<file path="config.mk">
export PLATFORM = sky130hd
export DESIGN_NAME = fifo_window_reader
export DESIGN_NICKNAME = d
export VERILOG_FILES = /design/src/rtl/fifo_window_reader_pkg.sv /design/src/rtl/window_out_reg.sv /design/src/rtl/fifo_window_reader.sv
export SDC_FILE = /design/constraint.sdc
export NUM_CORES = 1
export LEC_CHECK = 0
export CAP_MARGIN = 20
export CORE_MARGIN = 2
export CORE_UTILIZATION = 35
export CTS_BUF_LIST = sky130_fd_sc_hd__clkbuf_2 sky130_fd_sc_hd__clkbuf_4 sky130_fd_sc_hd__clkbuf_8
export CTS_CLUSTER_DIAMETER = 100
export DETAILED_ROUTE_END_ITERATION = 12
export HOLD_SLACK_MARGIN = 0.1
export PLACE_DENSITY = 0.72
export SYNTH_ARGS = -nofsm -noshare
export SYNTH_HDL_FRONTEND = slang
export SYNTH_SLANG_ARGS = --single-unit
</file>
<file path="constraint.sdc">
create_clock -name clk -period 4.32 [get_ports clk]
set_input_delay 0.648 -clock clk [delete_from_list [all_inputs] [get_ports clk]]
set_output_delay 0.648 -clock clk [all_outputs]
set_load 0.02 [all_outputs]
</file>
<file path="src/rtl/fifo_window_reader_pkg.sv">
// Shared state encoding and window-count helpers for the FIFO window reader.
// Helpers are functions so each instance can size its counters from its own RowLen.
package fifo_window_reader_pkg;

    typedef enum logic [1:0] {
        IDLE  = 2'd0,
        RUN   = 2'd1,
        FLUSH = 2'd2,
        DRAIN = 2'd3
    } state_t;

    localparam int DefRowLen   = 8;
    localparam int WinPerRowS1 = DefRowLen - 1;
    localparam int WinPerRowS2 = DefRowLen / 2;
    localparam int WinCntWidth = $clog2(DefRowLen);

    function automatic int win_per_row_s1(input int row_len);
        return row_len - 32'sd1;
    endfunction

    function automatic int win_per_row_s2(input int row_len);
        return row_len / 32'sd2;
    endfunction

    function automatic int win_cnt_width(input int row_len);
        return $clog2(row_len);
    endfunction

endpackage

</file>
<file path="src/rtl/window_out_reg.sv">
// Valid/ready output register for one 2-element operand window.
// A load always wins; otherwise an accepted window clears valid and a stalled one holds.
module window_out_reg
    import fifo_window_reader_pkg::*;
#(
    parameter int DataWidth = 32
) (
    input  logic                 clk,
    input  logic                 aclr_n,
    input  logic                 load,
    input  logic [DataWidth-1:0] next_a,
    input  logic [DataWidth-1:0] next_b,
    input  logic                 next_last,
    input  logic                 ready,
    output logic                 valid,
    output logic [DataWidth-1:0] a,
    output logic [DataWidth-1:0] b,
    output logic                 last
);

    // Window register: load, drain on acceptance, or hold under back-pressure.
    always_ff @(posedge clk) begin
        if (!aclr_n) begin
            valid <= 1'b0;
            a     <= {DataWidth{1'b0}};
            b     <= {DataWidth{1'b0}};
            last  <= 1'b0;
        end else if (load) begin
            valid <= 1'b1;
            a     <= next_a;
            b     <= next_b;
            last  <= next_last;
        end else if (ready) begin
            valid <= 1'b0;
        end else begin
            valid <= valid;
        end
    end

endmodule

</file>
<file path="src/rtl/fifo_window_reader.sv">
// Drains FIFO_Buffer through its dual-head read port and streams 2-element
// operand windows (stride-1 sliding or stride-2 disjoint) that never cross a row.
module fifo_window_reader
    import fifo_window_reader_pkg::*;
#(
    parameter int DataWidth   = 32,
    parameter int BufferSize  = 16,
    parameter int RowLen      = 8,
    parameter int RowCntWidth = 8
) (
    input  logic                   clk,
    input  logic                   aclr_n,
    input  logic                   Start,
    input  logic                   Stride2,
    input  logic [RowCntWidth-1:0] NumRows,
    output logic                   Busy,
    output logic                   Done,
    input  logic                   Empty,
    input  logic [BufferSize-1:0]  ReadyM,
    input  logic [DataWidth-1:0]   DataIn1,
    input  logic [DataWidth-1:0]   DataIn2,
    output logic                   Pop1,
    output logic                   Pop2,
    output logic                   OutValid,
    input  logic                   OutReady,
    output logic [DataWidth-1:0]   OutA,
    output logic [DataWidth-1:0]   OutB,
    output logic                   OutLast
);

    localparam int CntW = win_cnt_width(RowLen);
    localparam logic [CntW-1:0]        LastWinS1 = CntW'(win_per_row_s1(RowLen) - 1);
    localparam logic [CntW-1:0]        LastWinS2 = CntW'(win_per_row_s2(RowLen) - 1);
    localparam logic [CntW-1:0]        WinOne    = CntW'(1);
    localparam logic [RowCntWidth-1:0] RowOne    = RowCntWidth'(1);

    state_t                 state_r;
    state_t                 state_nxt_s;
    logic [CntW-1:0]        win_cnt_r;
    logic [RowCntWidth-1:0] row_cnt_r;
    logic [RowCntWidth-1:0] num_rows_r;
    logic                   stride2_r;
    logic                   busy_r;
    logic                   done_r;

    logic                   out_valid_s;
    logic                   slot_free_s;
    logic                   have1_s;
    logic                   have2_s;
    logic                   start_ok_s;
    logic                   last_win_s;
    logic                   last_row_s;
    logic                   drain_ok_s;
    logic                   fire_s;
    logic                   flush_pop_s;
    logic                   unused_ready_s;

    // Only the two head valid bits matter; Empty is folded in so no pop can hit an empty FIFO.
    assign slot_free_s    = !out_valid_s || OutReady;
    assign have2_s        = ReadyM[1] && !Empty;
    assign have1_s        = ReadyM[0] && !Empty;
    assign unused_ready_s = &{1'b0, ReadyM[BufferSize-1:2]};

    assign start_ok_s = Start && !busy_r && (state_r == IDLE);
    assign last_win_s = stride2_r ? (win_cnt_r == LastWinS2) : (win_cnt_r == LastWinS1);
    assign last_row_s = (row_cnt_r + RowOne) == num_rows_r;
    assign drain_ok_s = slot_free_s;

    // State register.
    always_ff @(posedge clk) begin
        if (!aclr_n) begin
            state_r <= IDLE;
        end else begin
            state_r <= state_nxt_s;
        end
    end

    // Next-state logic.
    always_comb begin
        state_nxt_s = state_r;
        case (state_r)
            IDLE: begin
                if (start_ok_s) begin
                    state_nxt_s = (NumRows == {RowCntWidth{1'b0}}) ? DRAIN : RUN;
                end else begin
                    state_nxt_s = IDLE;
                end
            end
            RUN: begin
                if (fire_s && last_win_s) begin
                    // Stride-1 leaves the row's last element in the FIFO; it must be dropped.
                    if (!stride2_r) begin
                        state_nxt_s = FLUSH;
                    end else if (last_row_s) begin
                        state_nxt_s = DRAIN;
                    end else begin
                        state_nxt_s = RUN;
                    end
                end else begin
                    state_nxt_s = RUN;
                end
            end
            FLUSH: begin
                if (flush_pop_s) begin
                    state_nxt_s = last_row_s ? DRAIN : RUN;
                end else begin
                    state_nxt_s = FLUSH;
                end
            end
            DRAIN: begin
                if (drain_ok_s) begin
                    state_nxt_s = IDLE;
                end else begin
                    state_nxt_s = DRAIN;
                end
            end
            default: begin
                state_nxt_s = IDLE;
            end
        endcase
    end

    // Per-state pop/load strobes, forced low while reset is asserted.
    always_comb begin
        fire_s      = 1'b0;
        flush_pop_s = 1'b0;
        if (aclr_n) begin
            case (state_r)
                RUN: begin
                    fire_s = slot_free_s && have2_s;
                end
                FLUSH: begin
                    flush_pop_s = have1_s;
                end
                default: begin
                    fire_s      = 1'b0;
                    flush_pop_s = 1'b0;
                end
            endcase
        end else begin
            fire_s      = 1'b0;
            flush_pop_s = 1'b0;
        end
    end

    assign Pop1 = fire_s || flush_pop_s;
    assign Pop2 = fire_s && stride2_r;

    // Job configuration capture and window/row counters.
    always_ff @(posedge clk) begin
        if (!aclr_n) begin
            stride2_r  <= 1'b0;
            num_rows_r <= {RowCntWidth{1'b0}};
            win_cnt_r  <= {CntW{1'b0}};
            row_cnt_r  <= {RowCntWidth{1'b0}};
        end else if (start_ok_s) begin
            stride2_r  <= Stride2;
            num_rows_r <= NumRows;
            win_cnt_r  <= {CntW{1'b0}};
            row_cnt_r  <= {RowCntWidth{1'b0}};
        end else if (fire_s) begin
            if (last_win_s) begin
                win_cnt_r <= {CntW{1'b0}};
                row_cnt_r <= stride2_r ? (row_cnt_r + RowOne) : row_cnt_r;
            end else begin
                win_cnt_r <= win_cnt_r + WinOne;
            end
        end else if (flush_pop_s) begin
            row_cnt_r <= row_cnt_r + RowOne;
        end else begin
            win_cnt_r <= win_cnt_r;
            row_cnt_r <= row_cnt_r;
        end
    end

    // Busy spans accepted Start through the Done cycle; Done pulses once the last window leaves.
    always_ff @(posedge clk) begin
        if (!aclr_n) begin
            busy_r <= 1'b0;
            done_r <= 1'b0;
        end else begin
            done_r <= (state_r == DRAIN) && drain_ok_s;
            if (start_ok_s) begin
                busy_r <= 1'b1;
            end else if (done_r) begin
                busy_r <= 1'b0;
            end else begin
                busy_r <= busy_r;
            end
        end
    end

    assign Busy     = busy_r;
    assign Done     = done_r;
    assign OutValid = out_valid_s;

    window_out_reg #(
        .DataWidth (DataWidth)
    ) u_window_out_reg (
        .clk       (clk),
        .aclr_n    (aclr_n),
        .load      (fire_s),
        .next_a    (DataIn1),
        .next_b    (DataIn2),
        .next_last (last_win_s),
        .ready     (OutReady),
        .valid     (out_valid_s),
        .a         (OutA),
        .b         (OutB),
        .last      (OutLast)
    );

endmodule

</file>
# Yosys cells after proc, flatten, opt, wreduce, memory -nomap -nowiden
# Cells that the tools add are included.
# classes
add_sub_neg	2
eq_ne	8
n_mux	22
bitwise	1
reduce_logical	20
# ops
cell	n
8-bit 2-to-1 mux	4
2-bit 2-to-1 mux	7
1-bit 2-to-1 mux	9
8-bit by 1-bit adder with 8-bit output, second input constant	1
8-bit equality test	1
1-bit logical AND	8
8-bit zero test	1
2-bit case mux with 4 select lines	1
2-bit nonzero test	3
2-bit equality test, second input constant	2
2-bit != test, second input constant	2
3-bit by 1-bit adder with 3-bit output, second input constant	1
3-bit by 2-bit equality test with 1-bit output, second input constant	1
3-bit equality test, second input constant	1
1-bit zero test	3
3-bit 2-to-1 mux	1
3-bit AND reduction	1
2-bit by 1-bit equality test with 1-bit output, second input constant	1
2-bit zero test	1
1-bit logical OR	2
2-bit OR reduction	1
1-bit inverter	1
# word_totals
ff_bits	90
input_bits	94
output_inout_bits	70
elab_cells	64

# Logic depth before layout (Yosys ltp)
# Gate-level depths: netlist (run 1).
# depth
ltp_word	8
ltp_mapped	8
mapped_depth_nobuf	6

# Modules after synthesis
# From an unflattened synthesis (run 1), not the netlist that was laid out.
# hier_totals
hier_cells	367
area_unflattened_um2	3827.4
# by_module_without_submodules
mod	n_inst	cells_each	area_per_inst_um2	seq_area_each_um2
window_out_reg	1	213	2542.4	1321.3
fifo_window_reader	1	154	1285.0	480.5

# Least setup slack after synthesis (run 1)
# No wires, ideal clock.
# synth_timing
kind	in2out
start	input aclr_n
end	output Pop2
t_arrival_ns	1.795
t_required_ns	3.672
path_slack_ns	1.877
path_stages	7
n_path_buf	4
path_cell_list	buf_4 -> and4bb_2 -> and3_1 -> buf_2 -> buf_6 -> buf_6 -> and2_1
# synth_between
elab_chain_cells	2
# synth_lines
item	line	text
start, declared	fifo_window_reader.sv:12	input logic aclr_n,
1-bit 2-to-1 mux	fifo_window_reader.sv:127	if (aclr_n) begin
1-bit logical AND	fifo_window_reader.sv:147	assign Pop2 = fire_s && stride2_r;
end, declared	fifo_window_reader.sv:23	output logic Pop2,
# Every way passes these cells.

# Final worst setup path (run 1)
# layout_timing
start	input Empty
end	output Pop1
# layout_between
elab_chain_cells	6
elab_cells_between_ends	9
cone_classes	4 x mux; 5 x reduce/logical
# layout_lines
item	line	text
start, declared	fifo_window_reader.sv:18	input logic Empty,
1-bit zero test *	fifo_window_reader.sv:60, fifo_window_reader.sv:61	
1-bit logical AND	fifo_window_reader.sv:60	assign have2_s = ReadyM[1] && !Empty;
1-bit logical AND	fifo_window_reader.sv:130	fire_s = slot_free_s && have2_s;
1-bit 2-to-1 mux	fifo_window_reader.sv:128	case (state_r)
1-bit 2-to-1 mux	fifo_window_reader.sv:127	
1-bit logical OR *	fifo_window_reader.sv:146	assign Pop1 = fire_s || flush_pop_s;
end, declared	fifo_window_reader.sv:22	output logic Pop1,
# Mark *: on every way between the ends. The rest lies on a longest branch, timed or not.

==> summary.md, run 1 <==
| Metric | Value |
|---|---|
| Reg clk slew, reported paths | 80 ps |
| Sequential power share | 52.4% |
| Psw | 0.448 mW |
| Status | complete, no violations |
| H-tree Lvls | 3 |
| Crit-path max FO | 10 |
| Ys async rst share | 0% |
| Yosys reg bits | 90 |
| Area of the multi-input gates | 1840 µm² |
| Xor-xnor portion of the synthesized cell area | 3.43% |
| Main combinational cell family by area after synthesis | simple AND/OR/NAND/NOR gates |
| Fillcell total | 1041 |
| Die area | 11800 µm² |
| Cell area after synthesis | 3830 µm² |
| Yosys warns | 0 |
| Sequential element share of the synthesized area | 47.1% |
| LEAKAGE | 1.85 nW |
| Clock network power share | 31.0% |
| Register area | 1800 µm² |
| Mux cell area share after synthesis | 0.261% |
| Final GP Congestion | 0.839 |
| Inserted Clock Buffers | 9 |
| Remaining antenna violation count | 0 |
| Worst hold slack | 454 ps |
| Num ports | 164 |
| RSZ-0062 raised after global routing | false |
| Clock sinks | 90 |
| Pre-CTS setup slack | 1180 ps |
| Setup_tns | 0 ps |
| Largest net degree at the start of global routing | 80 |
| Die Ht | 109 µm |
| Pwr Total | 1.70 mW |
| Synth Area in Compound Gates | 19.7% |
| Syn_nets | 550 |
| VDD IR max | 0.141 mV |
| Number of global-route vias before repair | 3363 |
| Post-route DRC | 0 |
| GR Util All Layers | 16.9% |
| Vias per cell | 4.75 |
| Max-capacitance violation count | 0 |
| Routed wire per std cell | 13.5 µm |
| Proportion of layout cells with a drive suffix above 1 | 5.59% |
| Min Tclk post-route | 3140 ps |
| Clk root buf | clkbuf_8 |
| HP Class | flip-flop to flip-flop |
| Area share of the largest cell type after synthesis | 47.1% |
| PwrDens | 308 nW/µm² |
| Area contributors post-synth | dfxtp_1 47%, nand2_1 15%, a21boi_1 7.5%, a21boi_0 7.1%, xnor2_1 3.0% |
| Critical path class | primary input to output port |
| Die width | 109 µm |
| CP required | 3670 ps |
| Cells after Synth | 454 |
| Worst setup margin | 1180 ps |
| FMAX | 0.319 GHz |
| Net Sw Frac | 26.3% |
| P_int | 1.25 mW |
| Library cells used by synthesis | 46 |
| Nets | 682 |
| Rows | 38 |
| Clk buf depth | 2 |
| Combinational share of power | 16.7% |
| Cells on worst reg2reg path | 6 |
| CP Capture Type | output port |
| Critical Path AT | 2490 ps |
| ANT cells | 0 |
| Buffers on Ports | 149 |
| Max-slew violation count | 0 |
| Post-synthesis simple-gate area fraction | 24.0% |
| Hold buffer count at CTS | 0 |
| Post-CTS setup buffer count | 0 |
| CTS-repair resized insts | 0 |
| Synth-to-Final Area Change | 44.2% |
| Final worst path period share | 72.7% |
| Skew final | 10.6 ps |
| First-pass GRT wire length | 15800 µm |
| Final setup violation count | 0 |
| Final hold vios | 0 |
| Total grt overflow | 0 |
| Synth Area per Inst | 8.43 µm² |
| Initial antenna violation count | 0 |
| Clk Latency, worst-skew pair | 350 ps |
| Drt initial violations | 143 |
| Drt pass-1 iters | 4 |
| Core Region | 10700 µm² |
| Worst hold path depth | 2 |
| Adder-cell share of the synthesized area | 0.654% |
| CP Launch Type | primary input |
| Post-DP HPWL | 6760 µm |
| Slew margin rel. | 51.0% |
| Total Wirelength | 9850 µm |
| Synth area leader | dfxtp_1 |
| CTS tree | done |
| Initial Utilization | 35.6% |
| DR vias | 3466 |
| Synth Flop Type | dfxtp_1 |
| Slew @ Worst Pin | 735 ps |
| Number of enable flip-flop cells after synthesis | 0 |
==> layer usage <==
metal | routed length [µm] | track usage, % | vias up
li1 | - | - | 1768
met3 | 816 | 5.18 | 14
met2 | 4650 | 27.7 | 109
met4 | 206 | 7.23 | 0
met5 | 0 | 0 | -
met1 | 4180 | 20.5 | 1575
==> power by group through the flow <==
stage               logic, mW  registers, mW  clock network (mW)
global placement        0.280          0.909                   0
floorplan               0.127          0.926                   0
CTS                     0.287          0.892               0.551
global route            0.312          0.897               0.581
detailed placement      0.284          0.911                   0
finish                  0.284          0.892               0.527
==> cells in the mapped netlist (3+ instances only) <==
master and n:
nor2_1 10, a21boi_1 38, nand3_1 8, clkbuf_1 9, nor3_1 3, a21oi_1 6
nand2_1 157, o21ai_0 5, inv_1 3, and2_1 4, nor4_1 3, a21oi_2 5
buf_6 3, and3_1 3, xnor2_1 13, dfxtp_1 90, nor2b_1 4, buf_2 15
buf_4 4, a21boi_0 36
==> flip-flops by register name, indices dropped and copies added (netlist names) <==
register / cells
num_rows_r: 8
stride2_r: 1
state_r: 2
Done: 1
Busy: 1
win_cnt_r: 3
u_window_out_reg.b: 32
row_cnt_r: 8
u_window_out_reg.valid: 1
u_window_out_reg.a: 32
u_window_out_reg.last: 1
==> critical path: stages <==
cell and delay (ps):
clkdlybuf4s50_1 460, or4b_4 640, nand2_1 130, clkdlybuf4s50_1 610
==> per-stage QoR <==
step	cell area [µm²]	instances	utilization, %
floorplan	3830	454	-
global placement	5350	715	49.8
detailed placement	5350	715	49.8
CTS	5520	730	51.4
global route	5520	730	51.4
finish	5520	730	51.4
==> cell usage in the layout (no fill, tap or decap), types with 5 or more instances in the layout <==
cell type,count
nor2_1,10
a21boi_1,38
o21ai_0,5
clkbuf_8,11
nand3_1,7
a21oi_1,6
nand2_1,157
clkdlybuf4s50_1,148
dfxtp_1,90
a21boi_0,36
a21oi_2,5
xnor2_1,13
==> path summary, 6_finish.rpt <==
path	from	end	slack (ps)
worst max-delay path	Empty	Pop1	1180
worst min-delay path	u_window_out_reg.a[3]	u_window_out_reg.a[3]	450
worst max register to register	state_r[0]	win_cnt_r[2]	2240
worst min register to register	u_window_out_reg.a[3]	u_window_out_reg.a[3]	450
==> layout make-up <==
type,instances,area share [%]
multi-input cells,329,33.4
repair buffers,153,27.5
flip-flops and latches,90,32.6
clock buffers,12,2.88
inverters,3,0.204
well taps,140,3.17
clock inverters,3,0.272
==> logic make-up after synthesis <==
kind of cell,count (synthesis)
and+or+nand+nor,208
AOI/OAI and AO/OA,103
DFF,90
buffers and inverters,35
xor gates and xnor gates,15
adders and majority gates,2
muxes,1
(Power assumes the default switching activity.)
==> run 2: changes to the inputs <==
==> constraint.sdc (replaced) <==
create_clock -name clk -period 2.91 [get_ports clk]
set_input_delay 0.4365 -clock clk [delete_from_list [all_inputs] [get_ports clk]]
set_output_delay 0.4365 -clock clk [all_outputs]
set_load 0.02 [all_outputs]
==> summary.md, run 2 (synthesis gave the netlist of run 1 again) <==
| Metric | Value |
|---|---|
| CP required | 2470 ps (-1200 ps) |
| Buffers on Ports | 149 (unchanged) |
| Synth-to-Final Area Change | 46.5% |
| Die Ht | 109 µm (unchanged) |
| Die area | 11800 µm² (unchanged) |
| Setup_tns | 0 ps (unchanged) |
| CTS-repair resized insts | 0 (unchanged) |
| LEAKAGE | 1.89 nW (+2.0%) |
| Drt initial violations | 140 (-2.1%) |
| Final hold vios | 0 (unchanged) |
| Inserted Clock Buffers | 9 (unchanged) |
| Reg clk slew, reported paths | 80 ps (about the same) |
| Combinational share of power | 15.4% (-1.3 points) |
| First-pass GRT wire length | 15600 µm (-1.5%) |
| Max-slew violation count | 0 (unchanged) |
| Cells on worst reg2reg path | 6 (unchanged) |
| Worst hold endpoint | u_window_out_reg.b[21] |
| VDD IR max | 0.223 mV (+58%) |
| ANT cells | 0 (unchanged) |
| FMAX | 0.375 GHz |
| Final setup violation count | 0 (unchanged) |
| Sequential power share | 48.5% (-3.9 points) |
| R2R setup slack | 860 ps (-1380 ps) |
| Commonest non-fill, non-tap cells in the layout | 157 x nand2_1, 148 x clkdlybuf4s50_1, 90 x dfxtp_1 |
| Post-route DRC | 0 (unchanged) |
| Reg2Reg Capture Point | win_cnt_r[2] |
| Initial Utilization | 35.6% (unchanged) |
| Status | complete, no violations |
| Worst hold path depth | 2 (unchanged) |
| H-tree Lvls | 3 (unchanged) |
| Die width | 109 µm (unchanged) |
| Vias per cell | 4.72 (-0.60%) |
| HP Class | flip-flop to flip-flop |
| Highest routing layer actually used | met4 |
| Clk root buf | clkbuf_8 |
| Worst hold slack | 455 ps (+0.732 ps) |
| Crit-path max FO | 3 (-7) |
| Rows | 38 (unchanged) |
| Critical path class | primary input to output port |
| Routed wire per std cell | 13.1 µm (-2.6%) |
| Drt pass-1 iters | 4 (unchanged) |
| Clk Latency, worst-skew pair | 350 ps (about the same) |
| Post-CTS setup buffer count | 0 (unchanged) |
| CP Launch Type | primary input |
| Psw | 0.668 mW (+49%) |
| Hold buffer count at CTS | 0 (unchanged) |
| P_int | 2.06 mW (+64%) |
| Total grt overflow | 0 (unchanged) |
| Remaining antenna violation count | 0 (unchanged) |
| Net Sw Frac | 24.5% (-1.8 points) |
| R2r startpoint | state_r[0] |
| Total Wirelength | 9650 µm (-2.1%) |
| Final worst path period share | 91.6% |
| Most common cell after layout, fill and taps aside | nand2_1 |
| Slew @ Worst Pin | 673 ps (-61.5 ps) |
| Area of the multi-input gates | 1840 µm² (unchanged) |
| Critical Path AT | 2230 ps (-260 ps) |
| Skew final | 5.58 ps (-5.04 ps) |
| PwrDens | 486 nW/µm² (+58%) |
| Proportion of layout cells with a drive suffix above 1 | 6.23% (+0.64 points) |
| Max-capacitance violation count | 0 (unchanged) |
| GR Util All Layers | 16.6% (-0.33 points) |
| Clk buf depth | 2 (unchanged) |
| CP Capture Type | output port |
| Slew margin rel. | 55.1% (+4.1 points) |
| Num ports | 164 (unchanged) |
| Met3 WL | 699 µm (-14%) |
| Largest net degree at the start of global routing | 67 (-16%) |
| Met1 WL | 4240 µm (+1.4%) |
| Number of global-route vias before repair | 3441 (+2.3%) |
| Register area | 1800 µm² (unchanged) |
| Initial antenna violation count | 0 (unchanged) |
| Final GP Congestion | 0.757 (-9.8%) |
| Clock network power share | 36.1% (+5.1 points) |
| RSZ-0062 raised after global routing | false |
| Fillcell total | 1012 (-2.8%) |
| Met2 WL | 4570 µm (-1.6%) |
| DR vias | 3464 (-0.058%) |
| Largest registers | u_window_out_reg.a (32), u_window_out_reg.b (32) |
| Min-delay src | u_window_out_reg.b[21] |
| Min Tclk post-route | 2670 ps |
| Clock sinks | 90 (unchanged) |
| CTS tree | done |
| Post-DP HPWL | 6860 µm (+1.5%) |
| Core Region | 10700 µm² (unchanged) |
| Nets | 685 (+0.44%) |
## run 2: changes by cell type in the layout (fill, tap and decap cells not counted)
cell / previous run / this run
bufinv_16: 0 / 2
clkbuf_8: 11 / 12
clkbuf_4: 1 / 0
clkinvlp_4: 0 / 1
buf_4: 4 / 7
clkinv_2: 3 / 1
## run 2: per-stage QoR
stage          power [mW]  cells  setup WS (ps)  utilization (%)  area, µm²
2_1_floorplan        1.56    454            890                -       3830
3_3_place_gp         1.77    718            225             50.0       5370
3_5_place_dp         1.77    718            213             50.0       5370
4_1_cts              2.77    734            200             52.2       5610
5_1_grt              2.87    734            143             52.2       5610
6_report             2.73    734            243             52.2       5610
## run 2: per-layer routing
layer	track usage, %	vias to the layer above
li1	-	1764
met1	19.7	1587
met2	28.2	104
met3	5.12	9
met4	5.68	0
met5	0	-
## run 2: worst max path at each step
stage / startpoint / depth (start not counted) / to
3_3_place_gp: Empty / 5 / Pop2
2_1_floorplan: aclr_n / 7 / Pop2
6_report: Empty / 5 / Pop2
3_5_place_dp: Empty / 5 / Pop2
4_1_cts: Empty / 5 / Pop2
5_1_grt: Empty / 5 / Pop2
## run 2: layout make-up
class	instances	area share (%)
multi-input combinational	329	32.9
sequential	90	32.1
timing repair buffer	156	27.4
tap	140	3.12
clock buffer	12	2.94
clock inverter	4	1.29
inverter	3	0.201
## run 2: power by group through the flow
| stage | clock (mW) | combinational, mW | sequential (mW) |
|---|---|---|---|
| floorplan | 0 | 0.188 | 1.37 |
| global placement | 0 | 0.416 | 1.35 |
| detailed placement | 0 | 0.422 | 1.35 |
| CTS | 1.02 | 0.425 | 1.32 |
| global route | 1.08 | 0.462 | 1.33 |
| finish | 0.983 | 0.421 | 1.32 |
## run 2: worst max-delay path, cell delays in order
cell and delay [ps]:
clkdlybuf4s50_1 440, and4bb_2 380, and3_2 200, and2_1 140, clkdlybuf4s50_1 630
==> RTL edit, RTL diff (flow settings as in run 1) <==
`DataWidth` is set to 32 in 2 places; all go to 24.
--- a/src/rtl/window_out_reg.sv
+++ b/src/rtl/window_out_reg.sv
@@ -3,7 +3,7 @@
 module window_out_reg
     import fifo_window_reader_pkg::*;
 #(
-    parameter int DataWidth = 32
+    parameter int DataWidth = 24
 ) (
     input  logic                 clk,
     input  logic                 aclr_n,
--- a/src/rtl/fifo_window_reader.sv
+++ b/src/rtl/fifo_window_reader.sv
@@ -3,7 +3,7 @@
 module fifo_window_reader
     import fifo_window_reader_pkg::*;
 #(
-    parameter int DataWidth   = 32,
+    parameter int DataWidth   = 24,
     parameter int BufferSize  = 16,
     parameter int RowLen      = 8,
     parameter int RowCntWidth = 8
Ports: changed (resized DataIn1, DataIn2, OutA and OutB); port bits go from 164 to 132. No check against the original RTL was run, so the function may have changed too.
==> RTL edit against run 1 <==
Final area down 14%. Largest cell class unchanged. Via count decreased by 11%. Synthesized cell count decreased by 14%. Total power decreased by 15%. Largest power group unchanged. Core utilization increased by 0.25 points. Sequential cell count is 16 lower. Final cell count decreased by 13%. Area after synthesis down 13%. Routed wire length fell by 14%. Worst setup slack got worse by 0.16 ns. Critical endpoint unchanged. First-iteration DRC count increased by 17%. Clock skew about the same.
==> RTL edit: results (changes against run 1) <==
status: completed (unchanged)
DRT Pass-1 Iters: 4 (unchanged)
Pleak: 1.56 nW (was 1.85 nW)
Seq pwr share: 48.8% (was 52.4%)
RR Startpoint: state_r[1]$_SDFF_PN0_ (was state_r[0]$_SDFF_PN0_)
cell area after placement: 4560 sq um (was 5350 sq um)
Final GP Congestion: 0.905 (was 0.839)
Worst slew margin: 54.3% (was 51.0%)
Ant. Diodes: 0 (unchanged)
Vias: 3,078 (was 3,466)
Root Buffer: clkbuf_8 (unchanged)
DP Wirelength: 5980 um (was 6760 um)
worst skew pair latency: 0.34 ns
vias in the first global route: 3,026 (was 3,363)
Psw: 0.333 mW (was 0.448 mW)
hold_sp: u_window_out_reg.b[21]$_SDFFE_PN0N_ (was u_window_out_reg.a[3]$_SDFFE_PN0N_)
Setup Skew: 0.0102 ns (was 0.0106 ns)
Compound-Gate Fraction of Synth Area: 20.5% (was 19.7%)
TritonCTS buffer count: 9 (unchanged)
xor and xnor fraction of the mapped netlist area: 2.56% (was 3.43%)
post-synthesis mux area share: 1.21% (was 0.261%)
crit path max fanout: 9 (was 10)
Synth cell types: 53 (was 46)
crit path from: aclr_n (was Empty)
Mapped Nets: 472 (was 550)
Starting DRT DRC Count: 167 (was 143)
Syn. warnings: 0 (unchanged)
port buffer count: 117 (was 149)
sequential fraction of the synthesis area: 44.6% (was 47.1%)
cts repair resizes: 0 (unchanged)
first-pass GRT wire length: 14,100 um (was 15,800 um)
worst min-delay path class: flop to flop (unchanged)
CTS clock-pin slew for the worst setup and hold paths: 0.07 ns
VDD IR max: 0.174 mV (was 0.141 mV)
crit-path leading delay family: buffers and inverters (unchanged)
Synth top cells by count: 130 x nand2_1, 74 x dfxtp_1, 36 x a21boi_0, 30 x a21oi_1, 16 x clkbuf_1 (was 157 x nand2_1, 90 x dfxtp_1, 38 x a21boi_1, 36 x a21boi_0, 15 x buf_2)
GRT Total Usage: 17.1% (was 16.9%)
top flop regs: u_window_out_reg.a: 24 flops, u_window_out_reg.b: 24 flops (was u_window_out_reg.a: 32 flops, u_window_out_reg.b: 32 flops)
Max clock buf depth: 2 (unchanged)
CP peak stage delay: 0.62 ns (was 0.64 ns)
Async SR Flop Fraction: 0% (unchanged)
drt total wl: 8440 um (was 9850 um)
Area contributors post-synth: dfxtp_1 45%, nand2_1 15%, a21boi_0 8.1%, a21oi_1 4.5%, clkbuf_1 1.8% (was dfxtp_1 47%, nand2_1 15%, a21boi_1 7.5%, a21boi_0 7.1%, xnor2_1 3.0%)
slowest stage cell, crit path: clkdlybuf4s50_1 (was or4b_4)
H-tree depth: 3 (unchanged)
Comb power frac: 11.1% (was 16.7%)
Setup Fix Bufs, Post-CTS: 0 (unchanged)
Layout Nets: 581 (was 682)
largest net degree at the start of global routing: 55 (was 80)
Fill cells: 860 (was 1,041)
share of post-route cells with drive strength above 1: 6.34% (was 5.59%)
Primary FF master, synth: dfxtp_1 (unchanged)
Worst EP arrival: 2.65 ns (was 2.49 ns)
initial antenna violation count: 0 (unchanged)
adder-cell share of the synthesized area: 0.754% (was 0.654%)
RTL edit: stage by stage:
stage	power (mW)	worst slack, ns	cells
after floorplan	0.793	1.82	392
after global placement	0.881	1.02	619
after detailed placement	0.885	1.03	619
after CTS	1.47	1.03	634
after global routing	1.51	0.966	634
final	1.45	1.02	634
RTL edit: area by class of cell:
cell class | instances | area (sq um) | share of cell area [%]
Multi-Input combinational cell | 292 | 1700 | 35.7
Sequential cell | 74 | 1480 | 31.0
Timing Repair Buffer | 122 | 1210 | 25.3
Tap cell | 129 | 161 | 3.38
Clock buffer | 10 | 131 | 2.75
Clock inverter | 5 | 80.1 | 1.68
Inverter | 2 | 7.51 | 0.157
RTL edit: worst min-delay path: stages (launching register included):
cell	delay, ns
dfxtp_1	0.31
nand2_1	0.05
a21oi_1	0.05
RTL edit: logic make-up after synthesis:
family,after synthesis
adder cells (fa/ha/maj),2
flip-flops,74
multiplexers,4
buffers and inverters,26
XOR/XNOR,8
AND/OR/NAND/NOR,181
AO/OA/AOI/OAI,97
RTL edit: final timing paths:
check	end	slack [ns]	cells past startpoint
worst max register to register	state_r[0]$_SDFF_PN0_	2.28	5
worst min-delay path	u_window_out_reg.b[21]$_SDFFE_PN0N_	0.46	2
worst min register to register	u_window_out_reg.b[21]$_SDFFE_PN0N_	0.46	2
worst max-delay path	Pop1	1.02	5
RTL edit: layer usage:
metal	track usage (%)	part of all wire (%)	vias up	routed length, um
li1	-	-	1558	-
met5	0	0	-	0
met4	5.61	1.2	0	102
met3	5.66	7.0	11	587
met2	27.8	48	90	4020
met1	21.6	44	1419	3730
